===== src/rtl/echo_sched_pkg.sv =====
// Shared defaults, ID-width helper and requester-ID type for the echo enq scheduler.
// Latency: none (types and constants only).
// Backpressure: not applicable.
package echo_sched_pkg;

    localparam int NREQ      = 4;
    localparam int DATA_W    = 32;
    localparam int TAG_DEPTH = 4;

    function automatic int id_w(input int n);
        return $clog2(n);
    endfunction

    typedef logic [id_w(NREQ)-1:0] echo_id_t;

endpackage


===== src/rtl/echo_tag_fifo.sv =====
// Circular queue of requester IDs, one per value sitting in the shared echo FIFO.
// Latency: push visible at head/count one cycle later; head is combinational from the read pointer.
// Backpressure: push ignored when full, pop ignored when empty; owner gates both with full/empty.
module echo_tag_fifo #(
    parameter int DEPTH = 4,
    parameter int W     = 2,
    localparam int PW   = $clog2(DEPTH)
) (
    input  logic         CLK,
    input  logic         RST,
    input  logic         push,
    input  logic [W-1:0] push_d,
    input  logic         pop,
    output logic [W-1:0] head,
    output logic [PW:0]  count,
    output logic         full,
    output logic         empty
);

    logic [W-1:0]  mem [DEPTH];
    logic [PW-1:0] wr_ptr;
    logic [PW-1:0] rd_ptr;
    logic          do_push;
    logic          do_pop;

    assign full    = (count == (PW+1)'(DEPTH));
    assign empty   = (count == '0);
    assign do_push = push & ~full;
    assign do_pop  = pop & ~empty;
    assign head    = mem[rd_ptr];

    // DEPTH is a power of two, so pointer overflow is the wrap.
    always_ff @(posedge CLK) begin
        if (RST) begin
            wr_ptr <= '0;
            rd_ptr <= '0;
            count  <= '0;
        end else begin
            if (do_push) wr_ptr <= wr_ptr + 1'b1;
            if (do_pop)  rd_ptr <= rd_ptr + 1'b1;
            case ({do_push, do_pop})
                2'b10:   count <= count + 1'b1;
                2'b01:   count <= count - 1'b1;
                default: count <= count;
            endcase
        end
    end

    always_ff @(posedge CLK) begin
        if (do_push) mem[wr_ptr] <= push_d;
    end

endmodule


===== src/rtl/echo_enq_scheduler.sv =====
// Round-robin shares one echo FIFO enq port among NREQ requesters and drains it tagged by ID; ECHO_SCHED_STATS_EN adds counters.
// Latency: grant, enq and drain are all combinational in the same cycle; tags and rr pointer update at the edge.
// Backpressure: no grant when FIFO enq not ready or tag queue full; drain waits on FIFO head, deq and sink ready.
module echo_enq_scheduler
    import echo_sched_pkg::*;
#(
    parameter int NREQ      = echo_sched_pkg::NREQ,
    parameter int DATA_W    = echo_sched_pkg::DATA_W,
    parameter int TAG_DEPTH = echo_sched_pkg::TAG_DEPTH,
    localparam int ID_W     = echo_sched_pkg::id_w(NREQ),
    localparam int CW       = $clog2(TAG_DEPTH) + 1
) (
    input  logic                   CLK,
    input  logic                   RST,
    input  logic [NREQ-1:0]        req_want,
    output logic [NREQ-1:0]        req__RDY,
    input  logic [NREQ-1:0]        req__ENA,
    input  logic [NREQ*DATA_W-1:0] req_v,
    input  logic                   fifo_enq__RDY,
    output logic                   fifo_enq__ENA,
    output logic [DATA_W-1:0]      fifo_enq_v,
    input  logic                   fifo_first__RDY,
    input  logic [DATA_W-1:0]      fifo_first,
    input  logic                   fifo_deq__RDY,
    output logic                   fifo_deq__ENA,
    input  logic                   ind_echo__RDY,
    output logic                   ind_echo__ENA,
    output logic [DATA_W-1:0]      ind_echo_v,
    output logic [ID_W-1:0]        ind_echo_id,
    output logic [CW-1:0]          tag_count
`ifdef ECHO_SCHED_STATS_EN
    ,
    output logic [NREQ*16-1:0]     stat_grants,
    output logic [15:0]            stat_stall,
    output logic                   stat_proto_err
`endif
);

    logic [ID_W-1:0]   rr_ptr;
    logic [ID_W-1:0]   winner;
    logic [ID_W-1:0]   win_hi;
    logic [ID_W-1:0]   win_lo;
    logic              hi_found;
    logic              any_want;
    logic              enq_ok;
    logic              grant_vld;
    logic              enq_fire;
    logic              drain_fire;
    logic              tag_full;
    logic              tag_empty;
    logic [ID_W-1:0]   tag_head;
    logic [DATA_W-1:0] sel_v;

    // Lowest wanting index at or above rr_ptr wins; otherwise wrap to the lowest wanting index.
    always_comb begin
        win_hi   = '0;
        win_lo   = '0;
        hi_found = 1'b0;
        for (int i = NREQ - 1; i >= 0; i--) begin
            if (req_want[i]) begin
                win_lo = ID_W'(i);
                if (ID_W'(i) >= rr_ptr) begin
                    win_hi   = ID_W'(i);
                    hi_found = 1'b1;
                end
            end
        end
        winner = hi_found ? win_hi : win_lo;
    end

    always_comb begin
        sel_v = '0;
        for (int i = 0; i < NREQ; i++) begin
            if (winner == ID_W'(i)) sel_v = req_v[i*DATA_W +: DATA_W];
        end
    end

    // A full tag queue blocks enq even if a drain frees a slot this cycle.
    assign any_want   = |req_want;
    assign enq_ok     = fifo_enq__RDY & ~tag_full;
    assign grant_vld  = ~RST & enq_ok & any_want;
    assign req__RDY   = grant_vld ? (NREQ'(1) << winner) : '0;
    assign enq_fire   = |(req__ENA & req__RDY);

    assign fifo_enq__ENA = enq_fire;
    assign fifo_enq_v    = enq_fire ? sel_v : '0;

    // Untagged (foreign) FIFO data is never drained.
    assign drain_fire    = ~RST & fifo_first__RDY & fifo_deq__RDY & ind_echo__RDY & ~tag_empty;
    assign fifo_deq__ENA = drain_fire;
    assign ind_echo__ENA = drain_fire;
    assign ind_echo_v    = drain_fire ? fifo_first : '0;
    assign ind_echo_id   = drain_fire ? tag_head : '0;

    always_ff @(posedge CLK) begin
        if (RST) begin
            rr_ptr <= '0;
        end else if (enq_fire) begin
            rr_ptr <= (winner == ID_W'(NREQ - 1)) ? '0 : winner + 1'b1;
        end
    end

    echo_tag_fifo #(
        .DEPTH (TAG_DEPTH),
        .W     (ID_W)
    ) u_tags (
        .CLK    (CLK),
        .RST    (RST),
        .push   (enq_fire),
        .push_d (winner),
        .pop    (drain_fire),
        .head   (tag_head),
        .count  (tag_count),
        .full   (tag_full),
        .empty  (tag_empty)
    );

`ifdef ECHO_SCHED_STATS_EN
    always_ff @(posedge CLK) begin
        if (RST) begin
            stat_grants    <= '0;
            stat_stall     <= '0;
            stat_proto_err <= 1'b0;
        end else begin
            for (int i = 0; i < NREQ; i++) begin
                if (enq_fire && winner == ID_W'(i) && stat_grants[i*16 +: 16] != 16'hFFFF)
                    stat_grants[i*16 +: 16] <= stat_grants[i*16 +: 16] + 16'd1;
            end
            if (any_want && !enq_ok && stat_stall != 16'hFFFF)
                stat_stall <= stat_stall + 16'd1;
            if (|(req__ENA & ~req__RDY))
                stat_proto_err <= 1'b1;
        end
    end
`endif

endmodule

===== config.mk =====
export PLATFORM = sky130hd
export DESIGN_NAME = echo_enq_scheduler
export DESIGN_NICKNAME = d
export VERILOG_FILES = /design/src/rtl/echo_sched_pkg.sv /design/src/rtl/echo_tag_fifo.sv /design/src/rtl/echo_enq_scheduler.sv
export SDC_FILE = /design/constraint.sdc
export NUM_CORES = 1
export LEC_CHECK = 0
export CORE_ASPECT_RATIO = 1.2
export CORE_MARGIN = 5
export CORE_UTILIZATION = 30
export CTS_CLUSTER_SIZE = 24
export DETAILED_ROUTE_END_ITERATION = 7
export MAX_ROUTING_LAYER = met4
export PLACE_DENSITY = 0.91
export SYNTH_ARGS = -nofsm -noshare
export SYNTH_HDL_FRONTEND = slang
export SYNTH_SLANG_ARGS = --single-unit

===== constraint.sdc =====
create_clock -name CLK -period 3.8 [get_ports CLK]
set_clock_uncertainty 0.05 [all_clocks]
set_input_delay 0.38 -clock CLK [delete_from_list [all_inputs] [get_ports CLK]]
set_output_delay 0.38 -clock CLK [all_outputs]
set_load 0.02 [all_outputs]

Word-level counts from Yosys, hierarchy flattened
Memories as Yosys holds them, arrays and structs flattened. A register that Yosys moved wholly into a read port is not among the register bits.
Index checks and enable logic that the tools add are counted.
{ "totals": {"register_bits": 9, "output_inout_bits": 76, "mem_bits_rw": 8, "mem_count": 1, "input_bits": 174} }
{ "op_classes": {"shift": 1, "n_reduce_logical": 5, "n_eq_ne": 6, "addsub": 5, "n_lt_le_gt_ge": 4, "bitwise": 13, "mux": 35} }
{ "memory_table": {"columns": ["memory", "words", "word_bits", "read_ports", "rd_ports_with_merged_regs", "wr", "line_no", "rtl"], "rows": [
  ["u_tags.mem", 4, 2, 1, 1, 1, "echo_tag_fifo.sv:20", "logic [W-1:0] mem [DEPTH];"]
]} }
{ "op_table": {"columns": ["operator", "count"], "rows": [
  ["32-bit 2-to-1 mux", 6],
  ["2-bit 2-to-1 mux", 17],
  ["1-bit 2-to-1 mux", 10],
  ["1-bit AND", 9],
  ["4-bit OR reduction", 2],
  ["2-bit by 1-bit adder with 2-bit output, second input constant", 3],
  ["2-bit == test, second input constant", 3],
  ["3-bit case mux with 2 select lines", 1],
  ["4-bit AND", 1],
  ["2-bit by 1-bit == test with 1-bit output, second input constant", 2],
  ["1-bit by 2-bit >= comparator with 1-bit output, first input constant", 2],
  ["2-bit >= comparator, first input constant", 2],
  ["4-bit 2-to-1 mux", 1],
  ["1-bit by 2-bit << shifter with 4-bit output, first input constant", 1],
  ["3-bit by 1-bit adder with 3-bit output, second input constant", 1],
  ["3-bit == test, second input constant", 1],
  ["3-bit zero test", 1],
  ["1-bit NOT", 3],
  ["3-bit by 1-bit subtractor with 3-bit output, second input constant", 1],
  ["2-bit zero test", 1],
  ["2-bit nonzero test", 1]
]} }

Longest topological paths before layout
Gate-level depths: netlist (run 1).
{ "logic_depth": {"ltp_word": 17, "ltp_mapped": 16} }

Modules after synthesis
Synthesis (run 1) repeated with hierarchy kept, for this count alone.
{ "unflattened": {"cells_unflattened": 326, "area_unflattened_um2": 2602.5} }
{ "by_module_without_submodules": {"columns": ["module", "instances", "area_per_inst_um2", "seq_area_each_um2", "cells_per_inst"], "rows": [
  ["echo_enq_scheduler", 1, 1841.8, 40.0, 262],
  ["echo_tag_fifo", 1, 760.7, 420.4, 64]
]} }

Least setup slack after synthesis (run 1)
OpenSTA, ideal clock, no wires.
{ "synth_path": {"path_kind": "input to register", "from": "input req_want[2]", "to": "register u_tags.count[2]", "slack_ns": 0.392, "arrival_time_ns": 3.288, "stages": 16, "path_buffers": 2, "t_required_ns": 3.679, "setup_ns": 0.071, "cell_sequence": "inv_1 > o22ai_1 > a211oi_1 > inv_1 > ha_1 > buf_2 > a22oi_1 > nand2_2 > nand2_4 > buf_6 > ha_1 > inv_1 > fa_1 > xor2_1 > or3_1 > a21oi_1"} }
{ "synth_via": {"elab_chain_len": 13, "elab_cells_between_ends": 25, "cone_classes": "eq/ne: 2; shift: 1; mux: 16; bitwise: 3; reduce/logical: 3"} }
{ "synth_rtl": {"columns": ["item", "line_no", "rtl"], "rows": [
  ["start, declared", "echo_enq_scheduler.sv:15", "input logic [NREQ-1:0] req_want,"],
  ["2-bit 2-to-1 mux / 1-bit 2-to-1 mux (equally long branches)", "echo_enq_scheduler.sv:60", "if (req_want[i]) begin"],
  ["2-bit 2-to-1 mux / 1-bit 2-to-1 mux (equally long branches)", "echo_enq_scheduler.sv:62", "if (ID_W'(i) >= rr_ptr) begin"],
  ["2-bit 2-to-1 mux / 1-bit 2-to-1 mux (equally long branches)", "echo_enq_scheduler.sv:60", null],
  ["2-bit 2-to-1 mux / 1-bit 2-to-1 mux (equally long branches)", "echo_enq_scheduler.sv:62", null],
  ["2-bit 2-to-1 mux / 1-bit 2-to-1 mux (equally long branches)", "echo_enq_scheduler.sv:60", null],
  ["2-bit 2-to-1 mux (*)", "echo_enq_scheduler.sv:68", "winner = hi_found ? win_hi : win_lo;"],
  ["named net u_tags.push_d[0]", "echo_tag_fifo.sv:12", "input logic [W-1:0] push_d,"],
  ["1-bit by 2-bit << shifter with 4-bit output (*)", "echo_enq_scheduler.sv:82", "assign req__RDY = grant_vld ? (NREQ'(1) << winner) : '0;"],
  ["4-bit 2-to-1 mux (*)", "echo_enq_scheduler.sv:82", null],
  ["4-bit AND (*)", "echo_enq_scheduler.sv:83", "assign enq_fire = |(req__ENA & req__RDY);"],
  ["4-bit OR reduction (*)", "echo_enq_scheduler.sv:83", null],
  ["1-bit AND (*)", "echo_tag_fifo.sv:28", "assign do_push = push & ~full;"],
  ["2-bit by 1-bit == test with 1-bit output / 2-bit == test (equally long branches)", "echo_tag_fifo.sv:41", "case ({do_push, do_pop})"],
  ["3-bit case mux with 2 select lines / 2-bit nonzero test (equally long branches)", null, null],
  ["end signal, assigned", "echo_tag_fifo.sv:42", "2'b10: count <= count + 1'b1;"],
  ["end signal, assigned", "echo_tag_fifo.sv:43", "2'b01: count <= count - 1'b1;"],
  ["end signal, assigned", "echo_tag_fifo.sv:44", "default: count <= count;"],
  ["end, declared", "echo_tag_fifo.sv:15", "output logic [PW:0] count,"]
]} }
Mark *: on every way through the listed nets, which the timed path passes. The rest lies on a longest branch.
A chain may end at the register's enable or synchronous reset.

Worst setup path after layout (run 1)
{ "layout_path": {"from": "input req_want[0]", "to": "output fifo_enq_v[2]"} }
{ "layout_via": {"elab_chain_len": 8, "elab_cells_between_ends": 19, "cone_classes": "eq/ne: 3; shift: 1; mux: 10; bitwise: 2; reduce/logical: 3"} }
{ "layout_rtl": {"columns": ["item", "line_no", "rtl"], "rows": [
  ["2-bit 2-to-1 mux / 1-bit 2-to-1 mux (equally long branches)", "echo_enq_scheduler.sv:60", null],
  ["2-bit 2-to-1 mux (*)", "echo_enq_scheduler.sv:68", null],
  ["named net u_tags.push_d[1]", "echo_tag_fifo.sv:12", null],
  ["2-bit zero test", "echo_enq_scheduler.sv:74", "if (winner == ID_W'(i)) sel_v = req_v[i*DATA_W +: DATA_W];"],
  ["32-bit 2-to-1 mux (4 in series)", "echo_enq_scheduler.sv:74", null],
  ["32-bit 2-to-1 mux (*)", "echo_enq_scheduler.sv:86", "assign fifo_enq_v = enq_fire ? sel_v : '0;"],
  ["end, declared", "echo_enq_scheduler.sv:21", "output logic [DATA_W-1:0] fifo_enq_v,"]
]} }
Marked as above.

==> reports/qor.yml, run 1 <==
clocking:
  postCtsSetupRepairBufs: 0
  path_clk_slew_ns: 0.07
  cts_root_buf: "clkbuf_8"
  cts_sinks: 19
  cts-buffers-inserted: 3
  tritoncts: "yes"
  clk_latency_ns: 0.25
  cts_max_path_buffers: 2
  cts-htree-levels: 1
yosys:
  async_flop_share_pct: 0
  synthCells: 387
  ys_types: 39
  synth_nets: 571
  ys_seq_area_share_pct: 18.3
  ys_seq_elements: 19
  postSynthAreaPerCell_sq_um: 6.49
  synth_area_sq_um: 2510
  yosys_warnings: 0
  synth-main-ff-cell: "dfxtp_1"
  synth-edff-count: 8
finish:
  post-route-cell-area_sq_um: 5200
  n_antenna_cell: 0
  drive_gt1_share_pct: 4.85
  fin_nets: 804
  multiInputGateArea_sq_um: 1740
  fin_util_pct: 63.8
  fillers: 674
  regArea_sq_um: 460
  syn_to_final_growth_pct: 107
critical_path:
  cp-end-kind: "primary output"
  start_kind: "input pin"
  path_class: "in2out"
  worstPathRequired_ns: 3.37
  cp_max_fo: 33
  critPathArrivalTime_ns: 3.14
die:
  initial_core_util_pct: 30.8
  rows: 36
  ios: 250
  die-area_sq_um: 10300
  die_w_um: 93.5
  coreArea_sq_um: 8150
  die_height_um: 110
timing:
  period_needed_ns: 3.57
  worstMarginPinSlew_ns: 0.533
  setup_tns_ns: 0
  rsz0062_at_grt: "no"
  setup_violations: 0
  fmax_mhz: 280
  layout_setup_ws_ns: 0.227
  hold_violations: 0
  slew_headroom_pct: 64.4
  slew_violations: 0
  min_period_over_period_pct: 94.0
power_and_ir_drop:
  power_density_nw_per_um2: 177
  p_leak_nw: 2.25
  ir_worst_vdd_v: 0.000100
route:
  ant_nets: 0
  first_iter_violations: 150
  wl_per_cell_um: 15.9
  via_per_inst: 4.94
  drc: 0
  dr.pass1.iters: 4
  vias: 3618
  wl_um: 11700
global_route:
  grt_pass1_vias: 3560
  grt.overflow.total: 0
  track_usage_pct: 21.1
  grt_pass1_wl_um: 16900
  antenna_found_initial: 0
  grt_max_degree: 61
place:
  place_congestion: 0.822
  post-place-ws_ns: 0.0392
  dpl_cell_area_sq_um: 5100
  hpwlAfterDp_um: 9680
  port_buffers: 249
run_status:
  status: "completed"
min_path:
  min-delay-path-class: "reg2reg"
flow_run:
  maxCapViolCount: 0
-- synthesized netlist by cell type, drive strengths merged (3+ instances only) --
master / n / area, sq um
a21oi: 71 / 355
and3: 4 / 25.0
nand3: 3 / 15.0
dfxtp: 11 / 220
buf: 14 / 96.3
and2: 39 / 244
ha: 9 / 113
edfxtp: 8 / 240
a22oi: 34 / 255
clkbuf: 20 / 75.1
inv: 42 / 158
nor2: 39 / 146
nand2: 34 / 138
o21ai: 35 / 175
-- through the flow --
stage | cells | total power [W] | hold WS, ns
after floorplan | 387 | 0.000497 | 0.438
after global placement | 729 | 0.000771 | 0.461
after detailed placement | 729 | 0.000784 | 0.478
after CTS | 733 | 0.000919 | 0.488
after global routing | 733 | 0.000984 | 0.535
final | 733 | 0.000921 | 0.490
-- cell type report --
class / count / share of cell area (%)
clock buffers: 3 / 0.794
multi-input cells: 292 / 33.4
repair buffers: 262 / 51.1
flip-flops and latches: 19 / 8.85
clock inverters: 1 / 0.0962
well taps: 114 / 2.74
inverters: 42 / 3.03
-- path summary, 6_finish.rpt --
path | cells past startpoint | to | slack [ns] | startpoint
min | 2 | u_tags.wr_ptr[0] | 0.49 | u_tags.wr_ptr[0]
min reg2reg | 2 | u_tags.wr_ptr[0] | 0.49 | u_tags.wr_ptr[0]
max reg2reg | 14 | u_tags.count[2] | 0.73 | rr_ptr[0]
max | 12 | fifo_enq_v[2] | 0.23 | req_want[0]
-- placed cells by master, fill, tap and decap left out, types with 2 or more instances in the layout --
master           instances
clkdlybuf4s50_1        238
a21oi_1                 71
inv_1                   41
nor2_1                  39
and2_1                  39
o21ai_0                 35
a22oi_1                 34
nand2_1                 32
dfxtp_1                 11
dlymetal6s2s_1          11
buf_4                    9
edfxtp_1                 8
ha_1                     6
and3_1                   4
nand3_1                  3
ha_2                     3
clkbuf_8                 3
buf_12                   3
nand2b_1                 2
mux4_2                   2
xnor2_1                  2
xor2_1                   2
-- critical path, stage by stage --
cell	delay, ns
clkdlybuf4s50_1	0.55
nand2b_1	0.10
and2b_1	0.17
o22a_2	0.26
inv_1	0.09
ha_1	0.23
buf_12	0.21
nand2_1	0.07
o21ai_0	0.24
a22oi_1	0.11
nor2_1	0.11
clkdlybuf4s50_1	0.61
-- kinds of logic (layout without fill, tap and decap cells) --
| logic type | count (synthesis) | in the layout | share of synthesized area, % |
|---|---|---|---|
| buffers and inverters | 76 | 308 | 13.1 |
| and+or+nand+nor | 128 | 128 | 26.2 |
| DFF | 19 | 19 | 18.3 |
| xor gates and xnor gates | 4 | 4 | 1.40 |
| adders and majority gates | 10 | 10 | 5.28 |
| AOI/OAI and AO/OA | 148 | 148 | 33.9 |
| muxes | 2 | 2 | 1.79 |
-- layer usage --
| layer | share of wire, % | GRT usage (%) | vias up |
|---|---|---|---|
| li1 | - | - | 1776 |
| met1 | 35 | 21.6 | 1611 |
| met2 | 52 | 40.9 | 215 |
| met3 | 9.6 | 4.34 | 16 |
| met4 | 2.5 | 5.34 | 0 |
| met5 | 0 | - | - |
-- power breakdown --
group | internal [W] | switching, W
Combinational | 0.000310 | 0.000251
Sequential | 0.000219 | 0.00000571
Clock | 0.0000726 | 0.0000624
Total | 0.000602 | 0.000319
-- what timing repair did --
item                                    CTS  global route
hold buffers                              0             0
endpoints found under the setup margin    0            33
gates resized for setup                   0            17
No activity file was read; power rests on OpenSTA's default activity.
==> inputs of run 2 (changes only) <==
Settings changed: CORE_AREA set to 5 5 94 96, CORE_ASPECT_RATIO 1.2 to not set, CORE_MARGIN 5 to not set, CORE_UTILIZATION 30 to not set, DIE_AREA set to 0 0 99 101, DONT_BUFFER_PORTS set to 1, PLACE_DENSITY 0.91 to 0.56, RECOVER_POWER set to 50, SYNTH_HIERARCHICAL set to 1.
==> reports/qor.yml, run 2 <==
critical_path:
  path_cells: "a21o_1 -> a21oi_1 -> o22a_1 -> inv_1 -> ha_1 -> buf_4 -> nor2b_2 -> buf_4 -> a221oi_1 -> a211o_1 -> a21oi_2 -> buf_4"
  crit_family: "compound AO/OA/AOI/OAI gates"
  rr_startpoint: "rr_ptr[0]"
  slowest_delay_ns: 0.34
  worstPathRequired_ns: 3.37
  critPathSlowestCell: "dfxtp_1"
  path_class: "reg2out"
  worst-path-buf-inv: 4
  cp_max_fo: 34
  critPathArrivalTime_ns: 3.06
  cp-startpoint: "rr_ptr[1]"
  crit_top_cell: "buf_4"
  cp-end-kind: "primary output"
  start_kind: "flop"
yosys:
  ys_seq_area_share_pct: 17.7
  netlist.area_leader.share_pct: 10.8
  yosysTopAreaCell: "a211o_1"
  ys_seq_elements: 19
  postSynthAreaPerCell_sq_um: 7.98
  synthCells: 326
  synth-edff-count: 8
  synth-main-ff-cell: "dfxtp_1"
  netlist_top_cells_count: "inv_1, and2_1, nand2_1"
  async_flop_share_pct: 0
  yosysMostFrequentCell: "inv_1"
  yosys_warnings: 6
  synth_area_sq_um: 2600
  yosys-top-cells-area: "a211o_1, a21oi_2, and2_1"
  ys_types: 41
  synth_nets: 510
timing:
  setup_violations: 0
  min_period_over_period_pct: 91.7
  rsz0062_at_grt: "no"
  slew_violations: 0
  hold_violations: 0
  layout_setup_ws_ns: 0.315
  fmax_mhz: 287
  setup_tns_ns: 0
  worstMarginPinSlew_ns: 0.698
  period_needed_ns: 3.49
  slew_headroom_pct: 53.5
route:
  via_per_inst: 5.70
  first_iter_violations: 110
  drc: 0
  dr.pass1.iters: 4
  wl_per_cell_um: 20.5
  wl_um: 8820
  ant_nets: 0
  vias: 2457
finish:
  final_common_cell: "inv_1"
  fin_nets: 510
  most-common-layout-cells: "inv_1, nand2_1, and2_0"
  post-route-cell-area_sq_um: 2790
  drive_gt1_share_pct: 24.6
  syn_to_final_growth_pct: 7.26
clocking:
  cts_resized: 0
  cts_sinks: 19
  cts-buffers-inserted: 3
  cts-htree-levels: 1
  tritoncts: "yes"
  ctsHoldBuffers: 0
  cts_max_path_buffers: 2
  cts_root_buf: "clkbuf_8"
  postCtsSetupRepairBufs: 0
  clk_latency_ns: 0.25
  path_clk_slew_ns: 0.07
die:
  rows: 33
  ios: 250
  die_height_um: 101
  die_w_um: 99
  initial_core_util_pct: 32.7
  coreArea_sq_um: 7970
  die-area_sq_um: 10000
global_route:
  grt_pass1_wl_um: 12800
  track_usage_pct: 16.3
  grt_max_degree: 66
  grt.overflow.total: 0
  antenna_found_initial: 1
  grt_pass1_vias: 2438
place:
  place_congestion: 0.808
  port_buffers: 0
  hpwlAfterDp_um: 7180
  dpl_cell_area_sq_um: 2750
  post-place-ws_ns: 0.384
power_and_ir_drop:
  internal_power_w: 0.000439
  p_leak_nw: 1.07
  switchingPower_w: 0.000272
  switching_share_pct: 38.2
  power.share.clock_pct: 19.1
  comb_power_share_pct: 49.3
  p_seq_share_pct: 31.6
  ir_worst_vdd_v: 0.000110
  power_density_nw_per_um2: 255
flow_run:
  maxCapViolCount: 0
run_status:
  status: "completed"
min_path:
  hp-start: "RST"
  min-delay-path-class: "in2reg"
[run 2: cells by family after synthesis]
logic type      count (synthesis)  synth area share [%]
compound gates                118                  39.6
xor+xnor                        3                  1.01
fa+ha+maj                      10                  5.10
buf+inv                        75                  13.4
flops                          19                  17.7
mux                             2                  1.73
simple gates                   99                  21.4
[run 2: path summary, 6_finish.rpt]
path         cells after the start         endpoint  slack, ns
max                             12   fifo_enq_v[28]       0.31
min                              1  u_tags/count[2]       0.14
max reg2reg                     18  u_tags/count[2]       0.37
min reg2reg                      2             flop       0.44
[run 2: power by group through the flow]
stage,logic [W],registers (W),clock network [W]
after global routing,0.000387,0.000226,0.000155
after detailed placement,0.000352,0.000230,0
after floorplan,0.000306,0.000228,0
after global placement,0.000346,0.000229,0
final,0.000351,0.000225,0.000136
after CTS,0.000355,0.000225,0.000142
[run 2: per-layer routing]
layer	wire length, um	share of wire, %	track usage [%]	vias to the layer above
met5	0	0	-	-
li1	-	-	-	1158
met1	3390	38	19.2	1105
met4	241	2.7	5.46	0
met2	4350	49	27.5	180
met3	837	9.5	3.67	14
[run 2: cell type report]
| type | instances | area (sq um) |
|---|---|---|
| fill | 826 | 5180 |
| multi-input combinational | 232 | 1800 |
| sequential | 19 | 460 |
| timing repair buffer | 25 | 188 |
| inverter | 45 | 169 |
| tap | 105 | 131 |
| clock buffer | 4 | 45.0 |
| antenna | 1 | 2.50 |
[run 2: stage by stage]
step	hold slack [ns]	total power (W)	util, %	instances
6_report	0.139	0.000712	35.0	431
5_1_grt	0.119	0.000767	35.0	431
4_1_cts	0.130	0.000721	35.1	430
3_5_place_dp	0.403	0.000582	34.5	426
3_3_place_gp	0.400	0.000576	34.5	426
2_1_floorplan	0.399	0.000535	-	326
==> inputs of run 3 (changes only) <==
Settings changed: CORE_AREA 5 5 94 96 to 5 5 93 95, CTS_CLUSTER_SIZE 24 to 10, DIE_AREA 0 0 99 101 to 0 0 98 100, PLACE_DENSITY 0.56 to 0.57.
Clock period 3.8 ns to 4.35 ns, I/O delays scaled along.
==> reports/qor.yml, run 3 (synthesis results as in run 2) <==
run_status:
  status: "completed"
route:
  wl_um: 8220
  dr.pass1.iters: 7
  ant_nets: 0
  wl_per_cell_um: 19.8
  first_iter_violations: 93
  via_per_inst: 5.87
  drc: 0
  vias: 2441
global_route:
  track_usage_pct: 15.3
  grtUsageMet3_pct: 3.54
  grt_max_degree: 66
  top_usage_layer: "met2"
  grt_pass1_wl_um: 12300
  antenna_found_initial: 0
  grtUsageMet2_pct: 27.0
  met1_usage_pct: 18.2
  grt.overflow.total: 0
  grt_pass1_vias: 2445
timing:
  setup_violations: 0
  hold_ws_ns: 0.198
  worstMarginPinSlew_ns: 1.44
  min_period_over_period_pct: 83.8
  slew_violations: 0
  rsz0062_at_grt: "no"
  layout_setup_ws_ns: 0.706
  setup_tns_ns: 0
  period_needed_ns: 3.64
  hold_violations: 0
  fmax_mhz: 274
  slew_headroom_pct: 3.95
power_and_ir_drop:
  power_w: 0.000607
  p_leak_nw: 1.01
  ir_worst_vdd_v: 0.000103
  power_density_nw_per_um2: 225
finish:
  post-route-cell-area_sq_um: 2700
  n_antenna_cell: 0
  syn_to_final_growth_pct: 3.75
  regArea_sq_um: 460
  drive_gt1_share_pct: 21.3
  most-common-layout-cells: "inv_1, nand2_1, and2_0"
  fillers: 821
  multiInputGateArea_sq_um: 1800
  final_common_cell: "inv_1"
  fin_nets: 499
clocking:
  postCtsSetupRepairBufs: 0
  clk_latency_ns: 0.25
  path_clk_slew_ns: 0.07
  cts_sinks: 19
  ctsHoldBuffers: 0
  cts_resized: 0
  cts_root_buf: "clkbuf_8"
  cts_max_path_buffers: 2
  cts-buffers-inserted: 3
  cts-htree-levels: 1
  tritoncts: "yes"
critical_path:
  worst-path-buf-inv: 6
  critPathArrivalTime_ns: 3.78
  cp_max_fo: 8
  cp-end-kind: "flop"
  path_cells: "nand2b_1 -> a21oi_1 -> a211oi_1 -> clkbuf_1 -> inv_1 -> ha_1 -> a22oi_1 -> nand2_1 -> nand2_4 -> inv_2 -> inv_1 -> nor2_1 -> inv_1 -> ha_1 -> inv_1 -> fa_1 -> xor2_1 -> or3_1 -> a21oi_1"
  crit_family: "simple AND/OR/NAND/NOR gates"
  worstPathRequired_ns: 4.48
  start_kind: "flop"
  critPathSlowestCell: "dfxtp_1"
  slowest_delay_ns: 0.39
  path_class: "reg2reg"
  crit_top_cell: "inv_1"
place:
  place_congestion: 0.834
  post-place-ws_ns: 0.870
  dpl_cell_area_sq_um: 2670
  hpwlAfterDp_um: 6710
  port_buffers: 0
die:
  coreArea_sq_um: 7650
  die_w_um: 98
  die_height_um: 100
  initial_core_util_pct: 34.0
  rows: 32
  ios: 250
  die-area_sq_um: 9800
flow_run:
  maxCapViolCount: 0
min_path:
  min-delay-path-class: "in2reg"
## run 3: layout make-up
class | count | share of cell area, %
clock buffers | 4 | 1.67
inverters | 45 | 6.26
multi-input cells | 232 | 66.7
flip-flops and latches | 19 | 17.1
well taps | 102 | 4.73
repair buffers | 14 | 3.61
## run 3: power breakdown
group	internal (W)	leakage, nW	switching [W]
registers	0.000191	0.162	0.00000573
clock network	0.0000650	0.0228	0.0000534
logic	0.000121	0.825	0.000172
total	0.000377	1.01	0.000231
## run 3: worst paths after layout
kind | start | to | slack (ns) | cells after the start
setup / recovery | rr_ptr[0] | u_tags/count[2] | 0.71 | 19
hold / removal | RST | u_tags/wr_ptr[1] | 0.20 | 1
setup reg to reg | rr_ptr[0] | u_tags/count[2] | 0.71 | 19
hold reg to reg | u_tags/rd_ptr[1] | flop | 0.45 | 2
## run 3: worst reg2reg max path: cells and delay by family, from the launching register on
kind | cells | cell delay [ns]
flops | 1 | 0.39
compound gates | 4 | 0.61
buf+inv | 6 | 0.77
simple gates | 5 | 0.82
fa+ha+maj | 3 | 0.78
xor+xnor | 1 | 0.15
## run 3: metal layers
layer  vias to the layer above  part of all wire, %
met5                         -                    0
met1                      1139                   37
met2                       161                   52
met3                        10                  9.4
li1                       1131                    -
met4                         0                 0.97
## run 3: through the flow
step           util (%)  instances
4_1_cts            35.5        416
5_1_grt            35.3        416
6_report           35.3        416
3_5_place_dp       34.9        412
3_3_place_gp       34.9        412
2_1_floorplan         -        326
